--- config.mk ---
export PLATFORM = sky130hd
export DESIGN_NAME = bus_write_arbiter
export DESIGN_NICKNAME = d
export VERILOG_FILES = /design/src/rtl/bus_write_arbiter.sv
export SDC_FILE = /design/constraint.sdc
export NUM_CORES = 1
export LEC_CHECK = 0
export CAP_MARGIN = 20
export CORE_ASPECT_RATIO = 1.25
export CORE_MARGIN = 2
export CORE_UTILIZATION = 38
export DETAILED_ROUTE_END_ITERATION = 10
export HOLD_SLACK_MARGIN = 0.1
export PLACE_DENSITY = 0.9
export SETUP_SLACK_MARGIN = 0.1
export SLEW_MARGIN = 30
export SYNTH_ARGS = -nofsm -noshare
export SYNTH_HDL_FRONTEND = slang
export SYNTH_SLANG_ARGS = --single-unit
--- constraint.sdc ---
create_clock -name clk -period 2.2 [get_ports clk]
set_input_delay 0.44 -clock clk [delete_from_list [all_inputs] [get_ports clk]]
set_output_delay 0.44 -clock clk [all_outputs]
set_load 0.02 [all_outputs]
--- src/rtl/bus_write_arbiter.sv ---
// Round-robin arbiter that shares one register-file write bus between M requesters.
// Latency: a request seen in IDLE at edge k drives bus_en in cycles k+1..k+2; ack pulses in k+3.
// Backpressure: requesters hold req until ack; at most one write is in flight every 4 cycles.
module bus_write_arbiter #(
  parameter int M        = 4,
  parameter int N        = 8,
  parameter int B        = $clog2(N),
  parameter int WORDSIZE = 16,
  parameter int MI       = $clog2(M)
) (
  input  logic                  clk,
  input  logic                  reset,
  input  logic [M-1:0]          req,
  input  logic [M*B-1:0]        req_addr,
  input  logic [M*WORDSIZE-1:0] req_data,
  output logic [M-1:0]          ack,
  output logic                  busy,
  output logic [MI-1:0]         grant_id,
  output logic                  bus_en,
  output logic [B-1:0]          bus_addr,
  output logic [WORDSIZE-1:0]   bus_dout
);

  // LAUNCH and STROBE are the two EN-high cycles the decoder needs;
  // RELEASE drops EN and reports completion.
  typedef enum logic [1:0] {
    ST_IDLE    = 2'd0,
    ST_LAUNCH  = 2'd1,
    ST_STROBE  = 2'd2,
    ST_RELEASE = 2'd3
  } state_t;

  state_t                state_q, state_d;
  logic [MI-1:0]         last_q, last_d;
  logic [MI-1:0]         gid_q, gid_d;
  logic [B-1:0]          addr_q, addr_d;
  logic [WORDSIZE-1:0]   dout_q, dout_d;

  // Arbitration signals (only consumed in IDLE).
  logic [M-1:0]          hi_mask;
  logic [M-1:0]          req_hi;
  logic                  win_vld;
  logic [MI-1:0]         win_idx;
  logic [B-1:0]          win_addr;
  logic [WORDSIZE-1:0]   win_data;

  // Lowest-index set bit of a request vector.
  function automatic logic [MI-1:0] first_set(input logic [M-1:0] v);
    logic [MI-1:0] idx;
    idx = '0;
    for (int i = M - 1; i >= 0; i--) begin
      if (v[i]) idx = MI'(i);
    end
    return idx;
  endfunction

  // Round-robin pick: prefer requesters above the last served one, else wrap to the lowest.
  always_comb begin
    hi_mask = '0;
    for (int i = 0; i < M; i++) begin
      hi_mask[i] = (MI'(i) > last_q);
    end
    req_hi  = req & hi_mask;
    win_vld = |req;
    win_idx = (|req_hi) ? first_set(req_hi) : first_set(req);
  end

  // Select the winner's address and data word from the packed request buses.
  always_comb begin
    win_addr = '0;
    win_data = '0;
    for (int i = 0; i < M; i++) begin
      if (MI'(i) == win_idx) begin
        win_addr = req_addr[i*B +: B];
        win_data = req_data[i*WORDSIZE +: WORDSIZE];
      end
    end
  end

  // Next-state logic: latch the grant in IDLE, then walk the fixed EN sequence.
  always_comb begin
    state_d = state_q;
    last_d  = last_q;
    gid_d   = gid_q;
    addr_d  = addr_q;
    dout_d  = dout_q;
    case (state_q)
      ST_IDLE: begin
        if (win_vld) begin
          gid_d   = win_idx;
          addr_d  = win_addr;
          dout_d  = win_data;
          state_d = ST_LAUNCH;
        end
      end
      ST_LAUNCH:  state_d = ST_STROBE;
      ST_STROBE:  state_d = ST_RELEASE;
      ST_RELEASE: begin
        // The served requester drops to lowest priority for the next pick.
        last_d  = gid_q;
        state_d = ST_IDLE;
      end
      default:    state_d = ST_IDLE;
    endcase
  end

  // State registers; reset aborts any transfer and gives requester 0 first priority.
  always_ff @(posedge clk or posedge reset) begin
    if (reset) begin
      state_q <= ST_IDLE;
      last_q  <= MI'(M - 1);
      gid_q   <= '0;
      addr_q  <= '0;
      dout_q  <= '0;
    end else begin
      state_q <= state_d;
      last_q  <= last_d;
      gid_q   <= gid_d;
      addr_q  <= addr_d;
      dout_q  <= dout_d;
    end
  end

  // Outputs decode registered state only, so req never reaches an output combinationally.
  always_comb begin
    busy     = (state_q != ST_IDLE);
    bus_en   = (state_q == ST_LAUNCH) || (state_q == ST_STROBE);
    grant_id = gid_q;
    bus_addr = addr_q;
    bus_dout = dout_q;
    ack      = '0;
    for (int i = 0; i < M; i++) begin
      ack[i] = (state_q == ST_RELEASE) && (gid_q == MI'(i));
    end
  end

endmodule

==> flow_metrics.py <==
metrics = {
    "critical_path": {
        "cp_data_arrival_time_ns": 2.30,
        "critPathLaunchType": "input pin",
        "worst_ep_required_time_ns": 2.41,
        "crit_fanout": 7,
        "endpoint_kind": "register",
        "criticalPathCategory": "input pin to register",
    },
    "yosys": {
        "synthCells": 204,
        "yosysUniqueCellTypes": 46,
        "synth.avg_cell_area_sq_um": 8.80,
        "synth_top_cell_by_area": "dfrtp_1",
        "synth_common_cells": "dfrtp_1 (23), nand2_1 (21), nor2_1 (20)",
        "yosys-top-cells-area": "dfrtp_1 (32%), nand2_1 (4.4%), a2111oi_2 (4.2%), nor2_1 (4.2%), o21ai_0 (3.9%)",
        "ys_ff_latch": 25,
        "synth_nets": 289,
        "synth_edf_count": 0,
        "synth_top_area_share_pct": 32.1,
        "yosysSeqAreaShare_pct": 35.0,
        "synth-async-reset-ratio_pct": 100,
        "synth_ff_type": "dfrtp_1",
        "yosysWarnings": 0,
        "syn-cell-area_sq_um": 1800,
        "yosysMostFrequentCell": "dfrtp_1",
    },
    "global_routing": {
        "grt_max_degree": 27,
        "antenna_found_initial": 0,
        "grt_pass1_wl_microns": 9530,
        "grt_pass1_vias": 2084,
        "track_usage_pct": 23.0,
        "grt_overflow": 0,
    },
    "cts": {
        "clockBufferDepth": 2,
        "clk_latency_ns": 0.27,
        "cts_tree": "yes",
        "htreeDepth": 1,
        "cts_root_buf": "clkbuf_8",
        "clk_pin_slew_ns": 0.09,
        "cts_hold_buf": 0,
        "clock-sinks": 25,
        "cts_buffers": 3,
    },
    "sta": {
        "min_period_ns": 2.09,
        "period_share_pct": 95.0,
        "rsz0062_at_grt": "true",
        "fmax_mhz": 478,
        "setup_violations": 0,
        "slew_headroom_pct": 72.0,
        "whs_ns": 0.495,
        "finClkSkew_ns": 0.00515,
        "report.final.slew_viol_count": 0,
        "hold_viol_final": 0,
        "finalSetupTns_ns": 0,
        "tightest_slew_ns": 0.420,
    },
    "power": {
        "p_per_area_nw_per_um2": 1170,
        "ir_drop_mv": 0.619,
        "p_leak_nw": 1.34,
    },
    "drt": {
        "drtIter0Drc": 95,
        "drc": 0,
        "firstDrtPassIters": 4,
        "drt-total-wl_microns": 6270,
        "via_per_inst": 5.52,
        "vias": 2127,
        "antenna_left": 0,
        "wire_per_inst_microns": 16.3,
    },
    "floorplanning": {
        "placementRows": 27,
        "io_pins": 109,
        "die_area_sq_um": 5290,
        "dieHeight_microns": 80.9,
        "chipWidth_microns": 65.5,
        "start_util_pct": 40.0,
        "fp.coreArea_sq_um": 4490,
    },
    "flow_run": {
        "cap_violations": 0,
    },
    "placement": {
        "routabilityCongestion": 0.922,
        "dp_hpwl_microns": 4810,
        "port_buffers": 108,
    },
    "layout": {
        "fin_util_pct": 70.6,
        "fillers": 337,
        "n_antenna_cell": 0,
        "drive_gt1_share_pct": 15.9,
        "area_growth_pct": 76.7,
        "nets": 413,
    },
    "status": {
        "status": "finished, final reports clean",
    },
    "hold_path": {
        "min_path_type": "register to register",
    },
}
## registers in the layout, indices dropped and copies added, names as in the netlist
register	flops
bus_dout	16
bus_addr	3
grant_id	2
last_q	2
state_q	2
## where the power goes
| part | internal [mW] | switching, mW | total (mW) | leakage (nW) |
|---|---|---|---|---|
| sequential | 0.712 | 0.188 | 0.900 | 0.295 |
| combinational | 1.25 | 1.27 | 2.52 | 1.02 |
| clock | 0.127 | 0.149 | 0.276 | 0.0255 |
| total | 2.08 | 1.61 | 3.70 | 1.34 |
## what timing repair did
item                                    in CTS  in global routing
pin swaps                                    0                  1
endpoints found under the setup margin      11                 17
setup buffers                                0                  1
gates resized for setup                      8                  6
cloned                                       0                  0
## logic make-up (layout without fill, tap and decap cells)
| group | after synthesis | after routing | share of synthesized area, % |
|---|---|---|---|
| simple gates | 68 | 68 | 18.5 |
| compound gates | 87 | 87 | 37.6 |
| fa+ha+maj | 3 | 3 | 2.09 |
| buf+inv | 19 | 142 | 5.30 |
| flops | 25 | 25 | 35.0 |
| mux | 2 | 2 | 1.46 |
## final cells by class
type / count / area (sq um) / share of cell area (%)
clock inverters: 1 / 5.00 / 0.158
clock buffers: 3 / 41.3 / 1.30
inverters: 6 / 22.5 / 0.710
multi-input cells: 160 / 1100 / 34.7
well taps: 58 / 72.6 / 2.29
repair buffers: 132 / 1300 / 41.0
flip-flops and latches: 25 / 628 / 19.8
## cells in the final DEF (no fill, tap or decap), types with 2 or more instances in the layout
cell type and instances:
dlygate4sd2_1 4, inv_1 6, nor2_2 2, dlymetal6s2s_1 3, buf_12 3, nor3_1 5, a211oi_1 8, dfstp_2 2
ha_1 2, nand2_1 21, a21o_1 6, clkbuf_8 3, o211ai_1 7, o21ai_1 4, o21ai_0 14, a2bb2oi_1 5
and3_1 9, o221ai_1 8, a21oi_1 8, a2111oi_2 5, nor2_1 18, a31oi_1 2, o22a_1 5, o31ai_1 6
o21ai_4 2, buf_4 21, dfrtp_1 23, clkdlybuf4s50_1 101
## worst paths after layout
path / startpoint / end / slack (ns) / depth (start not counted)
min: bus_dout[10] / bus_dout[10] / 0.50 / 2
min reg2reg: bus_dout[10] / bus_dout[10] / 0.50 / 2
min in group asynchronous: reset / bus_addr[2] / 0.52 / 3
max reg2reg: last_q[1] / bus_dout[1] / 0.19 / 5
max in group asynchronous: reset / last_q[1] / 1.37 / 3
max: req[3] / bus_dout[1] / 0.11 / 7
## per-stage QoR
stage	instances	cell area [sq um]	power, mW	setup WS (ns)
2_1_floorplan	204	1800	2.31	0.328
3_3_place_gp	380	3090	3.33	-0.157
3_5_place_dp	380	3090	3.41	-0.229
4_1_cts	384	3140	3.69	0.112
5_1_grt	385	3170	3.93	0.0808
6_report	385	3170	3.70	0.110
## critical path, cell delays in order
cell	delay (ns)
clkdlybuf4s50_1	0.55
nor2_1	0.27
a31o_2	0.18
buf_4	0.13
o21ai_0	0.10
a2111oi_2	0.43
o22a_1	0.20
## metal layers
layer / vias to the layer above / track usage (%) / routed length (microns)
li1: 1024 / - / -
met1: 988 / 25.1 / 2370
met2: 103 / 44.9 / 3430
met3: 12 / 3.19 / 357
met4: 0 / 7.29 / 101
met5: - / 0 / 0
Note: power is estimated with default switching activity, not from simulation.
